File: src/rtl/timed_sel_mux.sv
// timed_sel_mux
//   N:1 registered multiplexer with a round-robin dwell sequencer. Each channel
//   is held for max(dwell[k],1) cycles, then the next channel is selected
//   (wrapping NCH-1 -> 0). A forced jump may override the sequence at any time.
//   Optional macro TSM_GAP_INSERT_EN inserts a GAP_CYC-cycle all-zero clearance
//   gap before every switch made while running.
// Ports
//   clk, rst_n   : rising-edge clock, synchronous active-low reset
//   en           : 1 runs the sequencer, 0 returns to IDLE
//   din          : channel k at din[k*WIDTH +: WIDTH]
//   dwell        : channel k dwell at dwell[k*CNTW +: CNTW]
//   force_vld    : one-cycle jump request to force_sel (ignored if >= NCH)
//   dout         : registered pattern of the selected channel (1-cycle latency)
//   sel          : currently selected channel
//   switch_pulse : high in the first cycle of a new sel
module timed_sel_mux #(
  parameter int WIDTH   = 5,
  parameter int NCH     = 4,
  parameter int SELW    = 2,
  parameter int CNTW    = 8,
  parameter int GAP_CYC = 2
) (
  input  logic                  clk,
  input  logic                  rst_n,
  input  logic                  en,
  input  logic [NCH*WIDTH-1:0]  din,
  input  logic [NCH*CNTW-1:0]   dwell,
  input  logic                  force_vld,
  input  logic [SELW-1:0]       force_sel,
  output logic [WIDTH-1:0]      dout,
  output logic [SELW-1:0]       sel,
  output logic                  switch_pulse
);

`ifdef TSM_GAP_INSERT_EN
  typedef enum logic [1:0] {IDLE, RUN, GAP} state_t;
  localparam int GW = (GAP_CYC > 1) ? $clog2(GAP_CYC) : 1;
`else
  typedef enum logic {IDLE, RUN} state_t;
`endif

  localparam logic [SELW-1:0] LAST  = SELW'(NCH - 1);
  localparam logic [SELW:0]   NCH_W = (SELW + 1)'(NCH);

  state_t            state_q, state_d;
  logic [SELW-1:0]   sel_q, sel_d;
  logic [CNTW-1:0]   cnt_q, cnt_d;
  logic [WIDTH-1:0]  dout_q, dout_d;
  logic              pulse_q, pulse_d;
  logic [WIDTH-1:0]  cur_din;
  logic [SELW-1:0]   target;
  logic              force_ok;
`ifdef TSM_GAP_INSERT_EN
  logic [SELW-1:0]   pend_q, pend_d, pend_n;
  logic [GW-1:0]     gcnt_q, gcnt_d;
`endif

  // Counter value to load so that channel k is held max(dwell[k],1) cycles.
  function automatic logic [CNTW-1:0] dwell_load(input logic [NCH*CNTW-1:0] dv,
                                                 input logic [SELW-1:0] k);
    logic [CNTW-1:0] d;
    d = '0;
    for (int unsigned i = 0; i < NCH; i++)
      if (k == SELW'(i)) d = dv[i*CNTW +: CNTW];
    return (d == '0) ? '0 : d - 1'b1;
  endfunction

  always_comb begin
    cur_din = '0;
    for (int unsigned i = 0; i < NCH; i++)
      if (sel_q == SELW'(i)) cur_din = din[i*WIDTH +: WIDTH];
  end

  always_comb begin
    assert (NCH >= 2 && NCH <= 16 && (2 ** SELW) >= NCH && GAP_CYC >= 1);
    state_d  = state_q;
    sel_d    = sel_q;
    cnt_d    = cnt_q;
    dout_d   = dout_q;
    pulse_d  = 1'b0;
    target   = sel_q;
    force_ok = force_vld && ({1'b0, force_sel} < NCH_W);
`ifdef TSM_GAP_INSERT_EN
    pend_d   = pend_q;
    pend_n   = pend_q;
    gcnt_d   = gcnt_q;
`endif
    case (state_q)
      IDLE: begin
        dout_d = '0;
        sel_d  = '0;
        cnt_d  = '0;
        if (en) begin
          state_d = RUN;
          cnt_d   = dwell_load(dwell, '0);
          pulse_d = 1'b1;
        end
      end
      RUN: begin
        if (!en) begin
          state_d = IDLE;
          dout_d  = '0;
          sel_d   = '0;
          cnt_d   = '0;
        end else begin
          dout_d = cur_din;
          // A valid force takes priority over dwell expiry.
          target = force_ok ? force_sel : ((sel_q == LAST) ? '0 : sel_q + 1'b1);
          if (force_ok || cnt_q == '0) begin
`ifdef TSM_GAP_INSERT_EN
            state_d = GAP;
            pend_d  = target;
            gcnt_d  = GW'(GAP_CYC - 1);
            dout_d  = '0;
`else
            sel_d   = target;
            cnt_d   = dwell_load(dwell, target);
            pulse_d = 1'b1;
`endif
          end else begin
            cnt_d = cnt_q - 1'b1;
          end
        end
      end
`ifdef TSM_GAP_INSERT_EN
      GAP: begin
        if (!en) begin
          state_d = IDLE;
          dout_d  = '0;
          sel_d   = '0;
          cnt_d   = '0;
        end else begin
          dout_d = '0;
          pend_n = force_ok ? force_sel : pend_q;
          pend_d = pend_n;
          if (gcnt_q == '0) begin
            state_d = RUN;
            sel_d   = pend_n;
            cnt_d   = dwell_load(dwell, pend_n);
            pulse_d = 1'b1;
          end else begin
            gcnt_d = gcnt_q - 1'b1;
          end
        end
      end
`endif
      default: begin
        state_d = IDLE;
        dout_d  = '0;
        sel_d   = '0;
        cnt_d   = '0;
      end
    endcase
  end

  always_ff @(posedge clk) begin
    if (!rst_n) begin
      state_q <= IDLE;
      sel_q   <= '0;
      cnt_q   <= '0;
      dout_q  <= '0;
      pulse_q <= 1'b0;
`ifdef TSM_GAP_INSERT_EN
      pend_q  <= '0;
      gcnt_q  <= '0;
`endif
    end else begin
      state_q <= state_d;
      sel_q   <= sel_d;
      cnt_q   <= cnt_d;
      dout_q  <= dout_d;
      pulse_q <= pulse_d;
`ifdef TSM_GAP_INSERT_EN
      pend_q  <= pend_d;
      gcnt_q  <= gcnt_d;
`endif
    end
  end

  assign dout         = dout_q;
  assign sel          = sel_q;
  assign switch_pulse = pulse_q;

endmodule
File: config.mk
export PLATFORM = sky130hd
export DESIGN_NAME = timed_sel_mux
export DESIGN_NICKNAME = d
export VERILOG_FILES = /design/src/rtl/timed_sel_mux.sv
export SDC_FILE = /design/constraint.sdc
export NUM_CORES = 1
export LEC_CHECK = 0
export BUFFER_PORTS_ARGS = -buffer_cell sky130_fd_sc_hd__buf_2
export CORE_MARGIN = 8
export CORE_UTILIZATION = 30
export CTS_BUF_LIST = sky130_fd_sc_hd__clkbuf_4 sky130_fd_sc_hd__clkbuf_8
export DETAILED_ROUTE_END_ITERATION = 12
export GPL_ROUTABILITY_DRIVEN = 0
export SLEW_MARGIN = 0
export SYNTH_ARGS = -nofsm -noshare
export SYNTH_HDL_FRONTEND = slang
export SYNTH_SLANG_ARGS = --single-unit
File: constraint.sdc
create_clock -name clk -period 3 [get_ports clk]
set_clock_uncertainty 0.05 [all_clocks]
set_input_delay 0.45 -clock clk [delete_from_list [all_inputs] [get_ports clk]]
set_output_delay 0.45 -clock clk [all_outputs]
set_load 0.05 [all_outputs]
==> out/metrics.cfg, run 1 <==
[placement]
dpl_worst_slack_ns=0.0997
hpwlAfterDp_um=3760
portBuffers=65

[synthesis]
ys_seq_elements=17
synth_top_family_by_area=simple AND/OR/NAND/NOR gates
ys_types=40
synth_fp_nets=253
yosys.area_share.adder_pct=8.18
synth_flop_cell=dfxtp_1
seq_area_frac_synth_pct=22.2
synthMuxAreaShare_pct=16.4
synth-xor-area-share_pct=7.44
avgSynthCellArea_um2=8.27
postSynthCellCount=185
synth_compound_area_share_pct=19.0
syn_area_um2=1530
async_flop_share_pct=0
synth_edf_count=0
synth-simple-area-share_pct=21.3
ys_warn_count=0

[routing]
dr.pass1.iters=4
wl_per_cell_um=13.9
avgViaCountPerCell=4.74
wl_um=4560
drtAntennaViolNets=0
drc=0
num_vias=1551
drtIter0Drc=51

[floorplan]
fp.dieH_um=87.4
start_util_pct=30.5
fp.coreArea_um2=5010
dieArea_um2=7640
core.rowCount=26
io_pins=66
die_w_um=87.4

[setup_path]
critPathCaptureType=flop
slowest_delay_ns=0.53
crit_path_frequent_cell=mux2_4
path_cells=inv_2 > ha_1 > mux2_4 > buf_4 > mux4_1 > nor4_4 > nand2_1 > mux2_4 > o311a_1
cp.buffers_inverters=2
crit_family=multiplexers
cp_slowest_cell=mux4_1
path_max_fanout=10
arrival_ns=2.97
path_class=flop to flop
rrSetupSlack_ns=0.13
cp-start-kind=flop
crit_required_ns=3.10

[power]
power_density_nw_per_um2=334
power.leakage_nw=0.937
power_mw=0.687
vdd_drop_max_v=0.000143

[clock_tree]
cts_tree=built
clock_latency_ns=0.26
cts_sinks=17
cts_buffers=3
path_clk_slew_ns=0.07
cts_max_level=1
cts_root_buf=clkbuf_8
cts_hold_buf=0
cts_buffer_depth=2

[cells_and_area]
antenna_cells=0
drive_above_1_share_pct=38.5
layout_commonest_cell=buf_2
area_growth_pct=34.6
num-nets-final=326
utilization_pct=41.1
final_cell_mix=buf_2 (65), nor2_1 (30), a21oi_1 (15), dfxtp_1 (15), nand2_1 (13)

[timing]
fin_crit_ns=2.87
period_share_pct=95.7
setup_viol=0
setup_tns_ns=0
worst_slack_ns=0.130
tightestPinTransition_ns=0.691
hold_viol=0
slew-limit-headroom_pct=53.7
final-max-slew-violation-count=0
max_freq_ghz=0.348

[global_routing]
grt_usage_pct=11.7
grt-busiest-layer=met2
use_met3_pct=4.34
grt_max_degree=13
grt_pass1_vias=1575
grt_pass1_wl_um=7120
overflow=0
grtUsageMet2_pct=19.0
use_met1_pct=14.3
antenna_found_initial=0

[worst_hold_path]
hold_class=primary input to flop

[status]
status=complete, no violations

[job]
drv_cap=0

==> worst reg2reg max path, stage by stage, from the launching register on <==
cell and delay [ns]:
dfxtp_4 0.39, inv_2 0.05, ha_1 0.26, mux2_4 0.34, buf_4 0.16, mux4_1 0.54, nor4_4 0.27, nand2_1 0.11
mux2_4 0.31, o311a_1 0.28
==> final cells by class <==
class | count | area, µm²
Clock buffer | 3 | 41.3
Clock inverter | 1 | 5.00
Tap cell | 70 | 87.6
Timing Repair Buffer | 73 | 385
Inverter | 12 | 45.0
Fill cell | 551 | 2950
Multi-Input combinational cell | 151 | 1150
Sequential cell | 17 | 348
==> cells in the mapped netlist, types with 5 or more instances <==
cell | number | share of area [%]
xnor2_1 | 9 | 5.2
a22oi_1 | 5 | 2.5
dfxtp_1 | 17 | 22
inv_1 | 12 | 2.9
nand3_1 | 5 | 1.6
a21oi_1 | 16 | 5.2
o21a_1 | 6 | 2.9
nand2_1 | 13 | 3.2
mux2i_1 | 9 | 5.9
nor2_1 | 30 | 7.4
ha_1 | 10 | 8.2
o22ai_1 | 8 | 3.3
==> where the power goes <==
| part | total (mW) | switching, mW | internal (mW) |
|---|---|---|---|
| clock | 0.174 | 0.0820 | 0.0923 |
| sequential | 0.243 | 0.00838 | 0.235 |
| combinational | 0.269 | 0.140 | 0.129 |
| total | 0.687 | 0.230 | 0.457 |
==> flip-flops by register name (all words and copies together), names as in the netlist <==
| name | count |
|---|---|
| cnt_q | 8 |
| dout | 5 |
| sel | 2 |
| state_q | 1 |
| switch_pulse | 1 |
==> cell families after synthesis <==
| kind of cell | Yosys count |
|---|---|
| mux | 17 |
| buf+inv | 17 |
| xor+xnor | 13 |
| compound gates | 46 |
| simple gates | 65 |
| flops | 17 |
| fa+ha+maj | 10 |
==> metrics by stage <==
stage,hold WS (ns),cells,cell area [µm²]
6_report,0.371,327,2060
5_1_grt,0.379,327,2060
3_3_place_gp,0.459,317,1970
3_5_place_dp,0.459,317,1970
4_1_cts,0.364,321,2010
2_1_floorplan,0.428,185,1590
==> what timing repair did <==
item,CTS,global route
setup endpoints to repair,0,1
resized for setup,0,0
setup buffers,0,6
==> routing by layer <==
| layer | wire [µm] | vias to the layer above |
|---|---|---|
| met1 | 2200 | 676 |
| met4 | 29 | 0 |
| met3 | 379 | 5 |
| li1 | - | 808 |
| met2 | 1940 | 62 |
| met5 | 0 | - |
==> path summary, 6_finish.rpt <==
check                              from  endpoint  cells after the start
worst max-delay path             sel[0]  cnt_q[7]                      9
worst min-delay path            din[19]   dout[4]                      3
worst max register to register   sel[0]  cnt_q[7]                      9
worst min register to register   sel[1]    sel[1]                      2
No activity file was read; power rests on OpenSTA's default activity.
==> run 2, diff against run 1 <==
CORE_ASPECT_RATIO = 0.6   (was not set)
CTS_CLUSTER_DIAMETER = 40   (was not set)
==> run 2 against run 1 <==
Net effect: worst setup slack improved by 0.020 ns; clock power increased by 2%; critical path depth is 4 higher; largest power group unchanged; utilization shrank 0.25 points; register-to-register slack gained 0.02 ns; count of clock-buffer cells in the layout did not move; critical path type unchanged; non-clock buffer count shrank 3.
==> out/metrics.cfg, run 2 (synthesis gave the netlist of run 1 again) <==
[routing]
dr.pass1.iters=4  ; unchanged
avgViaCountPerCell=4.87  ; +2.6%
drtIter0Drc=48  ; -5.9%
num_vias=1558  ; +0.45%
drtAntennaViolNets=0  ; unchanged
wl_um=4600  ; +0.99%
wl_per_cell_um=14.4  ; +3.2%
drc=0  ; unchanged

[cells_and_area]
largest-register=cnt_q
largest_reg_flops=8  ; unchanged
fin_area_um2=2030  ; -1.2%
multi_input_area_um2=1150  ; unchanged
area_growth_pct=33.0
seqCellArea_um2=348  ; unchanged
num-nets-final=323  ; -0.92%
nFillCells=527  ; -4.4%
layout_commonest_cell=buf_2
drive_above_1_share_pct=37.8  ; -0.73 points
antenna_cells=0  ; unchanged
final_cell_mix=buf_2 (65), nor2_1 (30), a21oi_1 (15), dfxtp_1 (15), nand2_1 (13)

[floorplan]
core.rowCount=20  ; -23%
dieArea_um2=7720  ; +0.98%
fp.coreArea_um2=4980  ; -0.60%
start_util_pct=30.7  ; +0.18 points
fp.dieH_um=71.3  ; -18%
die_w_um=108  ; +24%
io_pins=66  ; unchanged

[setup_path]
crit_required_ns=3.10  ; about the same
path_class=flop to flop
arrival_ns=2.95  ; -0.02 ns
critPathCaptureType=flop
slowest_delay_ns=0.38  ; -0.15 ns
crit_family=multiplexers
cp.buffers_inverters=2  ; unchanged
cp-start-kind=flop
path_max_fanout=8  ; -2
cp_slowest_cell=dfxtp_4
path_cells=inv_2 > ha_1 > mux2_4 > buf_4 > mux2i_1 > mux2_2 > ha_4 > and3_1 > a22oi_2 > nor4_2 > xnor2_1 > nor2_1 > o21a_1

[timing]
worst_slack_ns=0.151  ; +0.0201 ns
period_share_pct=95.0  ; -0.67 points
fin_crit_ns=2.85  ; -0.0201 ns
max_freq_ghz=0.351  ; +0.71%
tightestPinTransition_ns=0.691  ; +0.000730 ns
hold_viol=0  ; unchanged
final-max-slew-violation-count=0  ; unchanged
setup_viol=0  ; unchanged
rsz0062_at_grt=false
slew-limit-headroom_pct=53.7  ; about the same
setup_tns_ns=0  ; unchanged

[clock_tree]
clock_latency_ns=0.26  ; about the same
cts_hold_buf=0  ; unchanged
cts_max_level=1  ; unchanged
cts_buffers=3  ; unchanged
cts_root_buf=clkbuf_8
cts_sinks=17  ; unchanged
cts_buffer_depth=2  ; unchanged
path_clk_slew_ns=0.07  ; about the same
cts_tree=built

[power]
power_density_nw_per_um2=341  ; +2.2%
power.leakage_nw=0.918  ; -2.1%
intPower_mw=0.457  ; about the same
p_seq_share_pct=35.1  ; -0.3 points
switching_power_mw=0.237  ; +2.8%
vdd_drop_max_v=0.000169  ; +18%
clock_power_share_pct=25.7  ; +0.3 points
swShare_pct=34.2  ; +0.63 points
combPwrFrac_pct=39.2  ; about the same

[global_routing]
grtUsageMet2_pct=16.4  ; -2.6 points
use_met1_pct=17.3  ; +3.0 points
antenna_found_initial=0  ; unchanged
overflow=0  ; unchanged
grt-busiest-layer=met1
grt_usage_pct=11.8  ; +0.058 points
use_met3_pct=2.86  ; -1.5 points
grt_max_degree=12  ; -1
grt_pass1_vias=1569  ; -0.38%
grt_pass1_wl_um=7540  ; +5.9%

[worst_hold_path]
hold_class=primary input to flop

[placement]
hpwlAfterDp_um=3950  ; +5.0%
dpl_worst_slack_ns=0.0438  ; -0.0559 ns
portBuffers=65  ; unchanged
placed_area_um2=1970  ; +0.13%

[status]
status=complete, no violations

[job]
drv_cap=0  ; unchanged

==> run 2: cell types whose count changed in the layout (fill, tap and decap cells not counted) <==
cell	previous run	this run
clkinvlp_4	0	1
clkinv_2	1	0
buf_4	8	5
==> run 2: cell type report <==
cell class / count / area share [%]
Sequential cell: 17 / 17.1
Clock buffer: 3 / 2.03
Inverter: 12 / 2.21
Clock inverter: 1 / 0.369
Timing Repair Buffer: 70 / 17.8
Multi-Input combinational cell: 151 / 56.4
Tap cell: 66 / 4.06
==> run 2: power by group through the flow <==
stage | Clock, mW | Combinational (mW) | Sequential, mW
2_1_floorplan | 0 | 0.176 | 0.256
4_1_cts | 0.182 | 0.268 | 0.243
3_5_place_dp | 0 | 0.266 | 0.248
5_1_grt | 0.195 | 0.300 | 0.245
6_report | 0.178 | 0.272 | 0.243
3_3_place_gp | 0 | 0.265 | 0.248
==> run 2: layer usage <==
metal / up-vias / share of wire (%) / routed length [µm]
li1: 804 / - / -
met1: 695 / 52 / 2400
met2: 55 / 39 / 1810
met3: 4 / 7.7 / 355
met4: 0 / 0.78 / 36
met5: - / 0 / 0
==> run 2: tightest hold or removal path, cell delays in order <==
cell	delay, ns
buf_2	0.07
a21oi_1	0.06
nor2_1	0.07
==> run 2: what timing repair did <==
item	4_1_cts	5_1_grt
gates resized for setup	0	0
setup buffers	0	2
setup endpoints to repair	0	1
==> run 2: worst paths after layout <==
kind / startpoint / end / slack [ns] / depth (start not counted)
max: sel[1] / cnt_q[6] / 0.15 / 13
min: din[16] / dout[1] / 0.38 / 3
max reg2reg: sel[1] / cnt_q[6] / 0.15 / 13
min reg2reg: state_q / switch_pulse / 0.48 / 1
==> run 2: through the flow <==
| stage | power [mW] | instances | utilization [%] | hold slack, ns |
|---|---|---|---|---|
| 2_1_floorplan | 0.432 | 185 | - | 0.428 |
| 3_3_place_gp | 0.513 | 314 | 39.6 | 0.466 |
| 3_5_place_dp | 0.514 | 314 | 39.6 | 0.467 |
| 4_1_cts | 0.694 | 318 | 40.6 | 0.375 |
| 5_1_grt | 0.739 | 320 | 40.9 | 0.391 |
| 6_report | 0.693 | 320 | 40.9 | 0.380 |
==> run 3, diff against run 2 <==
PLACE_DENSITY_LB_ADDON = 0.12   (was not set)
==> run 3 against run 2 <==
Net effect: fmax fell by 0.67%; worst setup slack worse by 0.019 ns; clock power up 4%; worst hold slack lost 0.0056 ns; count of clock-buffer cells in the layout is the same; via count fell by 1.3%; largest cell class unchanged; largest power group unchanged; highest routed layer unchanged.
==> out/metrics.cfg, run 3 (synthesis gave the netlist of run 1 again) <==
[cells_and_area]
num-nets-final=321  ; -0.62%
largest-register=cnt_q
area_growth_pct=31.9
antenna_cells=0  ; unchanged
largest_reg_flops=8  ; unchanged
drive_above_1_share_pct=37.3  ; -0.49 points
nFillCells=512  ; -2.8%
final_cell_mix=buf_2 (65), nor2_1 (30), a21oi_1 (15), dfxtp_1 (15), nand2_1 (13)
layout_commonest_cell=buf_2

[timing]
final-max-slew-violation-count=0  ; unchanged
rsz0062_at_grt=false
period_share_pct=95.6  ; +0.64 points
max_freq_ghz=0.349  ; -0.67%
hold_viol=0  ; unchanged
fin_crit_ns=2.87  ; +0.0192 ns
tightestPinTransition_ns=0.732  ; +0.0404 ns
slew-limit-headroom_pct=51.0  ; -2.7 points
setup_viol=0  ; unchanged
setup_tns_ns=0  ; unchanged

[clock_tree]
cts_root_buf=clkbuf_8
path_clk_slew_ns=0.07  ; about the same
cts_max_level=1  ; unchanged
cts_resized=0  ; unchanged
cts_buffers=3  ; unchanged
clock_latency_ns=0.26  ; about the same
cts_sinks=17  ; unchanged
cts_buffer_depth=2  ; unchanged
cts_tree=built

[setup_path]
reg2reg_to=cnt_q[7]
path_class=flop to flop
slowest_delay_ns=0.49  ; +0.11 ns
critPathCaptureType=flop
crit_required_ns=3.10  ; about the same
crit_family=multiplexers
crit_path_frequent_cell=mux2_4
cp-start-kind=flop
cp.buffers_inverters=2  ; unchanged
reg2regPathDepth=9  ; -4
cp_slowest_cell=mux4_2
r2r_start=sel[1]
path_max_fanout=12  ; +4
rrSetupSlack_ns=0.13  ; -0.02 ns
path_cells=inv_2 > ha_1 > mux2_4 > mux4_2 > buf_4 > nor3b_4 > nand2_1 > mux2_4 > o311a_1
arrival_ns=2.97  ; +0.02 ns

[global_routing]
grt_pass1_vias=1578  ; +0.57%
grt_usage_pct=12.9  ; +1.2 points
overflow=0  ; unchanged
antenna_found_initial=0  ; unchanged
grt_pass1_wl_um=7960  ; +5.6%
grt_max_degree=13  ; +1

[power]
power.leakage_nw=0.912  ; -0.61%
swShare_pct=34.8  ; +0.61 points
clock_power_share_pct=26.6  ; +0.9 points
combPwrFrac_pct=38.5  ; -0.7 points
p_seq_share_pct=35.0  ; about the same
vdd_drop_max_v=0.000155  ; -8.1%
power_mw=0.696  ; +0.37%
switching_power_mw=0.242  ; +2.2%
intPower_mw=0.454  ; -0.56%
power_density_nw_per_um2=345  ; +1.2%

[floorplan]
fp.coreArea_um2=4980  ; unchanged
start_util_pct=30.7  ; unchanged
dieArea_um2=7720  ; unchanged
die_w_um=108  ; unchanged
core.rowCount=20  ; unchanged
io_pins=66  ; unchanged
fp.dieH_um=71.3  ; unchanged

[routing]
drtAntennaViolNets=0  ; unchanged
dr.pass1.iters=4  ; unchanged
num_vias=1538  ; -1.3%
drtIter0Drc=116  ; +140%
wl_per_cell_um=15.5  ; +7.5%
wl_um=4920  ; +6.8%
avgViaCountPerCell=4.84  ; -0.66%
drc=0  ; unchanged

[worst_hold_path]
whs_endpoint=dout[0]
hold_path_depth=3  ; unchanged
hold_start=din[15]
hold_class=primary input to flop

[placement]
hpwlAfterDp_um=4120  ; +4.3%
portBuffers=65  ; unchanged

[status]
status=complete, no violations

[job]
drv_cap=0  ; unchanged

-- run 3: area by class of cell --
| class | count | area [µm²] | area share [%] |
|---|---|---|---|
| Clock buffer | 3 | 41.3 | 2.05 |
| Clock inverter | 1 | 6.26 | 0.310 |
| Multi-Input combinational cell | 151 | 1150 | 56.9 |
| Tap cell | 66 | 82.6 | 4.09 |
| Sequential cell | 17 | 348 | 17.2 |
| Timing Repair Buffer | 68 | 348 | 17.2 |
| Inverter | 12 | 45.0 | 2.23 |
-- run 3: timing repair --
item	4_1_cts	5_1_grt
buffers inserted	0	2
endpoints found under the setup margin	0	1
hold buffers	0	0
-- run 3: routing by layer --
metal / global-route usage (%) / wire (µm) / vias up
met5: 0 / 0 / -
met4: 3.21 / 46 / 0
met3: 3.04 / 341 / 4
met2: 17.7 / 1960 / 35
met1: 19.2 / 2570 / 697
li1: - / - / 802
-- run 3: metrics by stage --
step,setup WS (ns),instances,util [%],cell area (µm²),hold slack [ns]
after detailed placement,0.0507,312,39.3,1960,0.471
after floorplan,0.0326,185,-,1590,0.428
after global placement,0.0968,312,39.3,1960,0.465
final,0.131,318,40.5,2020,0.374
after global routing,0.0259,318,40.5,2020,0.395
after CTS,0.0276,316,40.2,2000,0.372
-- run 3: worst register-to-register path, delay by kind of cell (launching register included) --
| family | cells | cell delay (ns) |
|---|---|---|
| multiplexers | 3 | 1.19 |
| flip-flops | 1 | 0.38 |
| AND/OR/NAND/NOR | 2 | 0.38 |
| adder cells (fa/ha/maj) | 1 | 0.28 |
| AO/OA/AOI/OAI | 1 | 0.28 |
| buffers and inverters | 2 | 0.22 |
-- run 3: worst max path at each step --
stage | end | slack, ns | cells after the start | from
after floorplan | cnt_q[6] | 0.03 | 14 | sel[1]
after global placement | cnt_q[6] | 0.1 | 13 | sel[1]
after detailed placement | cnt_q[6] | 0.05 | 13 | sel[1]
after CTS | cnt_q[6] | 0.03 | 13 | sel[1]
after global routing | cnt_q[7] | 0.03 | 9 | sel[1]
final | cnt_q[7] | 0.13 | 9 | sel[1]
-- run 3: power by group through the flow --
stage          Combinational (mW)  Clock [mW]  Sequential (mW)
6_report                    0.268       0.185            0.243
4_1_cts                     0.264       0.193            0.243
3_3_place_gp                0.266           0            0.248
2_1_floorplan               0.176           0            0.256
3_5_place_dp                0.262           0            0.248
5_1_grt                     0.299       0.200            0.245
